File: src/rtl/oser4_stream_ctrl.sv
// OSER4 4:1 lane sequencer: PCLK/RESET generation, word FIFO and
// nibble slicer driving D0..D3 and TX0/TX1 on the FCLK domain.
module oser4_stream_ctrl #(
  parameter int         DATA_W     = 8,
  parameter int         FIFO_DEPTH = 4,
  parameter int         RST_CYCLES = 4,
  parameter logic [3:0] IDLE_PAT   = 4'b0000,
  parameter bit         IDLE_TRI   = 1'b1
) (
  input  logic              clk_i,
  input  logic              rst_i,
  input  logic              s_valid_i,
  output logic              s_ready_o,
  input  logic [DATA_W-1:0] s_data_i,
  output logic              oser_reset_o,
  output logic              pclk_o,
  output logic [3:0]        d_o,
  output logic [1:0]        tx_o,
  output logic              busy_o,
  output logic              underrun_o
);

  localparam int NW = DATA_W / 4;
  localparam int IW = (NW > 1) ? $clog2(NW) : 1;
  localparam int AW = (FIFO_DEPTH > 1) ? $clog2(FIFO_DEPTH) : 1;
  localparam int CW = AW + 1;
  localparam int TW = $clog2(RST_CYCLES + 4);
  localparam logic [1:0] TX_IDLE = IDLE_TRI ? 2'b11 : 2'b00;

  typedef enum logic [1:0] {
    HOLD,
    WARM,
    RUN
  } state_t;

  state_t            state;
  logic [TW-1:0]     tcnt;
  logic [DATA_W-1:0] mem [FIFO_DEPTH];
  logic [AW-1:0]     wptr;
  logic [AW-1:0]     rptr;
  logic [CW-1:0]     count;
  logic [DATA_W-1:0] cur;
  logic [IW-1:0]     idx;
  logic              have;
  logic              shown;

  logic       full;
  logic       empty;
  logic       push;
  logic       pop;
  logic       run;
  logic       load;
  logic       last;
  logic [3:0] nib;

  assign full      = (count == CW'(FIFO_DEPTH));
  assign empty     = (count == '0);
  assign s_ready_o = !full && (state != HOLD);
  assign push      = s_valid_i && s_ready_o;
  assign run       = (state == RUN);
  assign load      = run && !pclk_o;
  assign last      = (idx == IW'(NW - 1));
  assign nib       = cur[{idx, 2'b00} +: 4];
  assign busy_o    = !empty || have || shown;

  // Refill on the mid-slot edge when idle; chain on the last nibble
  assign pop = !empty &&
               ((load && have && last) ||
                (run && pclk_o && !have));

  always_ff @(posedge clk_i) begin
    if (push) mem[wptr] <= s_data_i;
  end

  always_ff @(posedge clk_i) begin
    if (rst_i) begin
      state        <= HOLD;
      tcnt         <= '0;
      oser_reset_o <= 1'b1;
      pclk_o       <= 1'b0;
      d_o          <= IDLE_PAT;
      tx_o         <= TX_IDLE;
      underrun_o   <= 1'b0;
      wptr         <= '0;
      rptr         <= '0;
      count        <= '0;
      cur          <= '0;
      idx          <= '0;
      have         <= 1'b0;
      shown        <= 1'b0;
    end else begin
      underrun_o <= 1'b0;
      if (push) wptr <= wptr + 1'b1;
      if (pop)  rptr <= rptr + 1'b1;
      count <= count + CW'(push) - CW'(pop);

      unique case (state)
        HOLD: begin
          if (tcnt == TW'(RST_CYCLES - 1)) begin
            state        <= WARM;
            tcnt         <= '0;
            oser_reset_o <= 1'b0;
          end else begin
            tcnt <= tcnt + 1'b1;
          end
        end
        WARM: begin
          pclk_o <= ~pclk_o;
          if (tcnt == TW'(3)) begin
            state <= RUN;
            tcnt  <= '0;
          end else begin
            tcnt <= tcnt + 1'b1;
          end
        end
        RUN: begin
          pclk_o <= ~pclk_o;
        end
        default: begin
          state <= HOLD;
        end
      endcase

      if (load) begin
        if (have) begin
          d_o   <= nib;
          tx_o  <= 2'b00;
          shown <= 1'b1;
          if (last) have <= 1'b0;
          else      idx  <= idx + 1'b1;
        end else begin
          d_o        <= IDLE_PAT;
          tx_o       <= TX_IDLE;
          shown      <= 1'b0;
          underrun_o <= shown;
        end
      end

      if (pop) begin
        cur  <= mem[rptr];
        idx  <= '0;
        have <= 1'b1;
      end
    end
  end

endmodule

File: config.mk
export PLATFORM = sky130hd
export DESIGN_NAME = oser4_stream_ctrl
export DESIGN_NICKNAME = d
export VERILOG_FILES = /design/src/rtl/oser4_stream_ctrl.sv
export SDC_FILE = /design/constraint.sdc
export NUM_CORES = 1
export LEC_CHECK = 0
export ABC_CLOCK_PERIOD_IN_PS = 2800
export BUFFER_PORTS_ARGS = -buffer_cell sky130_fd_sc_hd__buf_2
export CAP_MARGIN = 20
export CORE_UTILIZATION = 40
export DETAILED_ROUTE_END_ITERATION = 8
export SLEW_MARGIN = 20
export SYNTH_ARGS = -nofsm -noshare
export SYNTH_HDL_FRONTEND = slang
export SYNTH_SLANG_ARGS = --single-unit
File: constraint.sdc
create_clock -name clk_i -period 2.8 [get_ports clk_i]
set_input_delay 0.14 -clock clk_i [delete_from_list [all_inputs] [get_ports clk_i]]
set_output_delay 0.14 -clock clk_i [all_outputs]
set_load 0.05 [all_outputs]
==> results of run 1 <==
## logic make-up after synthesis
group | synth area share [%]
AOI/OAI and AO/OA | 6.36
xor gates and xnor gates | 2.03
adders and majority gates | 5.59
buffers and inverters | 3.86
DFF | 60.9
muxes | 12.2
and+or+nand+nor | 9.06
## registers in the layout (all words and copies together), names as in the netlist
signal,count
tx_o,1
count,3
tcnt,3
mem,32
shown,1
state,2
idx,1
have,1
wptr,2
underrun_o,1
pclk_o,1
cur,8
d_o,4
oser_reset_o,1
rptr,2
## cell usage in the layout (no fill, tap or decap), drive strengths merged, types with 3 or more instances in the layout
cell	instances
nor2b	3
mux2	4
mux4	8
nor2	27
a21oi	7
and2	4
clkinv	4
dfxtp	31
mux2i	9
edfxtp	32
o21ai	7
clkbuf	10
nand2	4
ha	10
a22oi	5
buf	24
xnor2	4
inv	12
## per-layer routing
| metal | track usage (%) | vias up | share of wire, % |
|---|---|---|---|
| met1 | 17.6 | 699 | 49 |
| met2 | 21.4 | 27 | 45 |
| met4 | 10.3 | 0 | 2.4 |
| met5 | 0 | - | 0 |
| li1 | - | 748 | - |
| met3 | 3.63 | 10 | 3.1 |
## area by class of cell
| cell class | instances | area, µm² | share of cell area, % |
|---|---|---|---|
| sequential | 63 | 1580 | 53.4 |
| multi-input combinational | 110 | 913 | 30.9 |
| timing repair buffer | 26 | 148 | 4.99 |
| clock buffer | 10 | 138 | 4.65 |
| tap | 75 | 93.8 | 3.17 |
| clock inverter | 6 | 43.8 | 1.48 |
| inverter | 11 | 41.3 | 1.40 |
## path summary, 6_finish.rpt
check,start,end,slack (ns),cells after the start
hold / removal,s_data_i[6],mem[2][6],0.01,1
setup reg to reg,state[1],count[2],0.42,11
setup / recovery,state[1],count[2],0.42,11
hold reg to reg,oser_reset_o,oser_reset_o,0.46,1
## per-stage QoR
step	util [%]	hold WS, ns	setup WS, ns	instance area (µm²)	power (W)
2_1_floorplan	-	0.239	0.190	2590	0.00115
3_3_place_gp	45.2	0.357	0.486	2760	0.00119
3_5_place_dp	45.2	0.363	0.426	2760	0.00119
4_1_cts	48.5	0.000413	0.403	2960	0.00190
5_1_grt	48.5	0.0105	0.250	2960	0.00195
6_report	48.5	0.0141	0.424	2960	0.00187
## power breakdown
group	total [W]	switching [W]	internal, W
Clock	0.000708	0.000360	0.000347
Combinational	0.000154	0.0000970	0.0000569
Sequential	0.00101	0.0000174	0.000994
Total	0.00187	0.000475	0.00140
==> impl_metrics.csv, run 1 <==
group,metric,value,unit
status,status,"finished, final reports clean",
sta,fin_tns_setup,0,ns
sta,min_period_over_period,84.9,%
detailed_routing,ant_nets,0,
placed_design,place_congestion,0.683,
detailed_routing,num_vias,1484,
finish,fillers,556,
worst_setup_path,cp-end-kind,"flip-flop",
floorplan,die_area,6810,µm²
yosys,syn_avg_cell_area,13.4,µm²
finish,final_nets,243,
power_and_ir_drop,p_per_area,633,nW/µm²
yosys,synth.distinct_cells,36,
worst_setup_path,cpLargestDelayFamily,"adder cells",
cts,ctsLongestPathBuffers,2,
yosys,synth_top_area_share,37.0,%
yosys,synthArstFlopShare,0,%
yosys,synth_area_leaders,"edfxtp_1 (37%), dfxtp_1 (24%), mux4_2 (6.9%)",
global_routing,grt_first_pass_wirelength,6690,µm
floorplan,chipWidth,82.5,µm
sta,rsz0062_at_grt,"no",
finish,drive_above_1_share,24.8,%
placed_design,dp_hpwl,2710,µm
yosys,yosysWarnings,0,
sta,max_freq,0.421,GHz
sta,clock_skew,0.0149,ns
worst_hold_path,holdCritPathClass,"in2reg",
floorplan,rows,28,
yosys,yosysSeqAreaShare,60.9,%
sta,setup_viol_count_final,0,
detailed_routing,first_pass_iters,4,
cts,clk_pin_slew_worst_paths,0.08,ns
detailed_routing,drt_iter0_drc,42,
global_routing,grt_overflow_total,0,
worst_setup_path,start_kind,"flip-flop",
sta,fin_crit,2.38,ns
finish,final_cells,301,
global_routing,grt.total_usage,14.2,%
cts,cts_root_buffer,"clkbuf_8",
worst_setup_path,crit_slowest_cell,"dfxtp_1",
detailed_routing,wl,4100,µm
cts,clk_latency,0.34,ns
job,max-cap-violations,0,
sta,final_hold_viol_count,0,
global_routing,antenna_found_initial,0,
floorplan,start_util,42.6,%
floorplan,io_pins,22,
detailed_routing,drc,0,
detailed_routing,wire_per_inst,13.6,µm
worst_setup_path,crit_arrival,2.59,ns
floorplan,die_height,82.5,µm
finish,diodes,0,
worst_setup_path,critPathMaxStageDelay,0.37,ns
finish,area_growth,14.0,%
power_and_ir_drop,leakage,1.14,nW
yosys,synth.top_cells.by_count,"edfxtp_1 (32), dfxtp_1 (31), nor2_1 (27)",
yosys,syn_area,2590,µm²
cts,ctsResizeCount,0,
worst_setup_path,crit_fanout,8,
cts,cts_max_level,3,
yosys,ys_ff_latch,63,
cts,post_cts_buffers,0,
worst_setup_path,path_cells,"inv_1 -> ha_1 -> a211oi_4 -> inv_1 -> ha_1 -> inv_1 -> ha_1 -> fa_1 -> xnor2_1 -> xnor2_1 -> nor2_1",
sta,worst_pin_slew,0.616,ns
global_routing,grt_start_max_net_pins,32,
yosys,syn_nets,216,
power_and_ir_drop,ir_drop,0.000311,V
floorplan,core,6100,µm²
sta,relSlewSlack,58.9,%
yosys,synth_edf_count,32,
detailed_routing,vias_per_cell,4.93,
worst_setup_path,worst-path-buf-inv,3,
yosys,synthCells,194,
worst_setup_path,path_class,"reg2reg",
cts,holdBufCountCts,2,
placed_design,dp_cells,283,
yosys,synth_top_area_cell,"edfxtp_1",
yosys,post-synth-top-count-cell,"edfxtp_1",
worst_setup_path,crit_required,3.02,ns
cts,cts_buffers,9,
yosys,synth_ff_type,"edfxtp_1",
sta,drv_slew,0,
cts,clock_sinks,63,
placed_design,io_buffers,21,
global_routing,grt_pass1_vias,1369,
cts,cts_tree,"done",
No activity file was read; power rests on OpenSTA's default activity.
==> inputs of run 2 (changes only) <==
Settings changed: ABC_CLOCK_PERIOD_IN_PS 2800 to 2300.
Clock period 2.8 ns to 2.3 ns, I/O delays scaled along.
==> impl_metrics.csv, run 2 (synthesized netlist as in run 1, its figures left out) <==
group,metric,value,unit
worst_hold_path,hold_depth,2,
global_routing,grt_first_pass_wirelength,6810,µm
detailed_routing,drt_iter0_drc,75,
power_and_ir_drop,power_frac_seq,54.5,%
cts,cts_buffers,9,
power_and_ir_drop,clock_power_share,36.4,%
worst_setup_path,crit_required,2.51,ns
detailed_routing,drc,0,
detailed_routing,wl,4220,µm
cts,clk_pin_slew_worst_paths,0.07,ns
cts,cts_tree,"done",
finish,area_growth,18.8,%
power_and_ir_drop,p_int,0.00169,W
sta,max_freq,0.462,GHz
cts,clk_latency,0.33,ns
floorplan,start_util,42.6,%
power_and_ir_drop,p_per_area,735,nW/µm²
placed_design,dp_hpwl,2770,µm
power_and_ir_drop,swShare,25.5,%
worst_setup_path,path_cells,"inv_2 -> ha_4 -> a211oi_4 -> inv_1 -> ha_1 -> inv_1 -> ha_2 -> fa_2 -> xnor2_2 -> xnor2_1 -> nor2_1",
placed_design,place_area,2810,µm²
detailed_routing,first_pass_iters,4,
finish,drive_above_1_share,30.1,%
sta,drv_slew,0,
sta,fin_crit,2.17,ns
sta,min_period_over_period,94.2,%
worst_setup_path,crit_path_frequent_cell,"inv_1",
placed_design,io_buffers,21,
finish,final_cell_mix,"edfxtp_1 (32), nor2_1 (27), dfxtp_1 (27)",
job,max-cap-violations,0,
finish,final_nets,253,
finish,regMostFlops,"mem",
worst_setup_path,worst-path-buf-inv,3,
global_routing,grt.total_usage,14.3,%
floorplan,die_area,6810,µm²
sta,fin_tns_setup,0,ns
global_routing,antenna_found_initial,0,
power_and_ir_drop,combinationalPowerShare,9.1,%
worst_setup_path,path_class,"reg2reg",
detailed_routing,num_vias,1511,
finish,diodes,0,
cts,clock_sinks,63,
global_routing,grt_start_max_net_pins,32,
sta,worst_pin_slew,0.611,ns
power_and_ir_drop,p_switching,0.000577,W
sta,rsz0062_at_grt,"no",
sta,clock_skew,0.00764,ns
power_and_ir_drop,leakage,1.20,nW
worst_hold_path,holdCritPathClass,"in2reg",
finish,largest_reg_flops,32,
detailed_routing,ant_nets,0,
worst_setup_path,critPathMaxStageDelay,0.37,ns
finish,top_regs,"mem: 32 flops, cur: 8 flops, d_o: 4 flops",
finish,final_common_cell,"edfxtp_1",
placed_design,place_congestion,0.712,
power_and_ir_drop,ir_drop,0.000483,V
worst_setup_path,rr_worst_depth,11,
floorplan,io_pins,22,
worst_setup_path,cp-end-kind,"flip-flop",
worst_setup_path,crit_arrival,2.37,ns
sta,setup_slack,0.134,ns
sta,relSlewSlack,59.2,%
worst_setup_path,cpLargestDelayFamily,"adder cells",
sta,final_hold_viol_count,0,
floorplan,rows,28,
status,status,"finished, final reports clean",
cts,ctsLongestPathBuffers,2,
global_routing,grt_overflow_total,0,
cts,cts_root_buffer,"clkbuf_8",
detailed_routing,vias_per_cell,4.86,
worst_setup_path,crit_fanout,4,
placed_design,dp_slack,0.0441,ns
detailed_routing,wire_per_inst,13.6,µm
worst_setup_path,worst-path-stages,11,
worst_setup_path,crit_slowest_cell,"fa_2",
global_routing,grt_pass1_vias,1467,
worst_setup_path,start_kind,"flip-flop",
floorplan,die_height,82.5,µm
floorplan,core,6100,µm²
finish,final_cell_area,3080,µm²
cts,cts_max_level,3,
sta,setup_viol_count_final,0,
floorplan,chipWidth,82.5,µm
## run 2: timing repair
item / CTS / global route
resized for setup: 0 / 8
setup buffers: 0 / 0
hold buffers: 8 / 0
endpoints found under the hold margin: 32 / 0
setup endpoints to repair: 0 / 1
## run 2: area by class of cell
type / instances / area [µm²]
Sequential cell: 63 / 1590
Fill cell: 544 / 3010
Timing Repair Buffer: 36 / 238
Tap cell: 75 / 93.8
Inverter: 11 / 41.3
Clock inverter: 7 / 48.8
Clock buffer: 9 / 124
Multi-Input combinational cell: 110 / 948
## run 2: layer usage
metal	global-route usage (%)	vias to the layer above	routed length [µm]
met5	0	-	0
met4	6.21	0	56
met3	5.60	6	147
met2	23.0	24	2030
met1	17.0	718	1990
li1	-	763	-
## run 2: stage by stage
stage | total power [W] | hold slack [ns] | util, % | cells
2_1_floorplan | 0.00140 | 0.214 | - | 194
3_3_place_gp | 0.00145 | 0.330 | 46.1 | 287
3_5_place_dp | 0.00146 | 0.332 | 46.1 | 287
4_1_cts | 0.00230 | 0.249 | 50.2 | 311
5_1_grt | 0.00237 | 0.275 | 50.6 | 311
6_report | 0.00226 | 0.267 | 50.6 | 311
## run 2: final timing paths
path,startpoint,to,slack [ns]
max,state[1],count[2],0.13
min,rst_i,tcnt[0],0.27
max reg2reg,state[1],count[2],0.13
min reg2reg,tcnt[1],tcnt[1],0.46
## run 2: power by group through the flow
stage	clock network, W	registers [W]	logic [W]
floorplan	0	0.00128	0.000127
global placement	0	0.00126	0.000196
detailed placement	0	0.00126	0.000198
CTS	0.000853	0.00123	0.000209
finish	0.000823	0.00123	0.000206
global route	0.000897	0.00124	0.000234
==> inputs of run 3 (changes only) <==
Settings changed: ABC_CLOCK_PERIOD_IN_PS 2300 to 2100.
Clock period 2.3 ns to 2.1 ns, I/O delays scaled along.
==> impl_metrics.csv, run 3 (synthesized netlist as in run 1, its figures left out) <==
group,metric,value,unit
finish,final_cell_mix,"edfxtp_1 (32), nor2_1 (27), dfxtp_1 (27)",
detailed_routing,drc,0,
worst_hold_path,holdCritPathClass,"in2reg",
job,max-cap-violations,0,
sta,worst_pin_slew,0.585,ns
cts,ctsLongestPathBuffers,2,
sta,whs,0.252,ns
sta,drv_slew,0,
power_and_ir_drop,leakage,1.24,nW
worst_hold_path,worstHoldStart,"rst_i",
worst_setup_path,worst-path-buf-inv,3,
finish,utilization,52.6,%
placed_design,place_congestion,0.730,
finish,final_nets,264,
detailed_routing,wire_per_inst,13.6,µm
worst_hold_path,hold_depth,2,
worst_setup_path,cp-end-kind,"flip-flop",
finish,area_growth,23.6,%
cts,cts_tree,"done",
finish,largest_reg_flops,32,
placed_design,dp_slack,-0.0470,ns
sta,rsz0062_at_grt,"yes",
global_routing,grt_start_max_net_pins,32,
sta,setup_viol_count_final,0,
status,status,"finished, final reports clean",
worst_setup_path,r2r_start,"state[0]",
placed_design,io_buffers,21,
sta,clock_skew,0.00981,ns
sta,relSlewSlack,61.0,%
floorplan,start_util,42.6,%
sta,final_hold_viol_count,0,
worst_setup_path,r2r_setup_slack,0.05,ns
finish,fillers,547,
floorplan,core,6100,µm²
global_routing,grt_overflow_total,0,
finish,diodes,0,
sta,fin_crit,2.05,ns
worst_setup_path,worstReg2RegEnd,"count[2]",
worst_setup_path,crit_slowest_cell,"fa_2",
cts,clk_pin_slew_worst_paths,0.08,ns
worst_setup_path,crit_required,2.31,ns
finish,regMostFlops,"mem",
finish,top_regs,"mem: 32 flops, cur: 8 flops, d_o: 4 flops",
sta,max_freq,0.488,GHz
worst_hold_path,min_to,"idx",
detailed_routing,num_vias,1565,
global_routing,grt.total_usage,15.2,%
cts,cts_max_level,3,
sta,setup_slack,0.0490,ns
worst_setup_path,crit_arrival,2.26,ns
placed_design,place_area,2930,µm²
worst_setup_path,critPathMaxStageDelay,0.34,ns
finish,drive_above_1_share,34.8,%
cts,clock_sinks,63,
cts,cts_buffers,9,
cts,cts_root_buffer,"clkbuf_8",
sta,min_period_over_period,97.7,%
worst_setup_path,start_kind,"flip-flop",
detailed_routing,drt_iter0_drc,64,
floorplan,die_height,82.5,µm
worst_setup_path,cpLargestDelayFamily,"adder cells",
global_routing,grt_pass1_vias,1566,
finish,final_common_cell,"edfxtp_1",
worst_setup_path,path_class,"reg2reg",
placed_design,dp_hpwl,2960,µm
power_and_ir_drop,p_per_area,787,nW/µm²
global_routing,antenna_found_initial,0,
sta,fin_tns_setup,0,ns
finish,final_cell_area,3210,µm²
worst_setup_path,path_cells,"inv_2 -> ha_2 -> o31a_2 -> o21ai_4 -> inv_4 -> ha_4 -> inv_2 -> ha_4 -> fa_2 -> xnor2_2 -> xnor2_1 -> nor2_1",
power_and_ir_drop,ir_drop,0.000570,V
worst_setup_path,rr_worst_depth,12,
floorplan,die_area,6810,µm²
floorplan,rows,28,
worst_setup_path,crit_fanout,3,
detailed_routing,first_pass_iters,4,
detailed_routing,ant_nets,0,
floorplan,chipWidth,82.5,µm
cts,clk_latency,0.34,ns
detailed_routing,vias_per_cell,4.86,
detailed_routing,wl,4370,µm
floorplan,io_pins,22,
global_routing,grt_first_pass_wirelength,7300,µm
==> run 3: worst reg2reg max path, cell delays in order (launching register included) <==
cell and delay, ns:
dfxtp_2 0.33, inv_2 0.06, ha_2 0.18, o31a_2 0.13, o21ai_4 0.09, inv_4 0.05
ha_4 0.25, inv_2 0.03, ha_4 0.14, fa_2 0.34, xnor2_2 0.14, xnor2_1 0.13
nor2_1 0.05
==> run 3: power by group <==
| part | internal [W] | switching [W] |
|---|---|---|
| Sequential | 0.00133 | 0.0000188 |
| Combinational | 0.000104 | 0.000146 |
| Clock | 0.000437 | 0.000493 |
| Total | 0.00187 | 0.000658 |
==> run 3: metrics by stage <==
stage               power, W  cells
finish               0.00253    322
CTS                  0.00257    321
detailed placement   0.00161    297
floorplan            0.00154    194
global route         0.00265    322
global placement     0.00161    297
==> run 3: layout make-up <==
type | count | area [µm²] | area share, %
sequential | 63 | 1590 | 49.5
multi-input combinational | 110 | 971 | 30.3
timing repair buffer | 47 | 333 | 10.4
clock buffer | 9 | 124 | 3.86
tap | 75 | 93.8 | 2.93
clock inverter | 7 | 53.8 | 1.68
inverter | 11 | 43.8 | 1.37
==> run 3: timing repair <==
action | 4_1_cts | 5_1_grt
hold buffers | 8 | 0
setup buffers | 0 | 1
endpoints found under the setup margin | 1 | 1
gates resized for setup | 3 | 0
pin swaps | 4 | 1
endpoints found under the hold margin | 32 | 0
==> run 3: per-layer routing <==
layer	GRT usage, %	wire [µm]
met5	0	0
met3	5.93	144
met2	24.0	2060
met4	5.17	63
met1	18.9	2100
==> run 3: how the worst max path moves through the flow <==
| stage | start | endpoint | cells past startpoint |
|---|---|---|---|
| global route | state[0] | count[2] | 12 |
| CTS | state[0] | count[2] | 12 |
| global placement | state[0] | count[2] | 11 |
| floorplan | pclk_o | count[2] | 11 |
| finish | state[0] | count[2] | 12 |
| detailed placement | state[0] | count[2] | 11 |
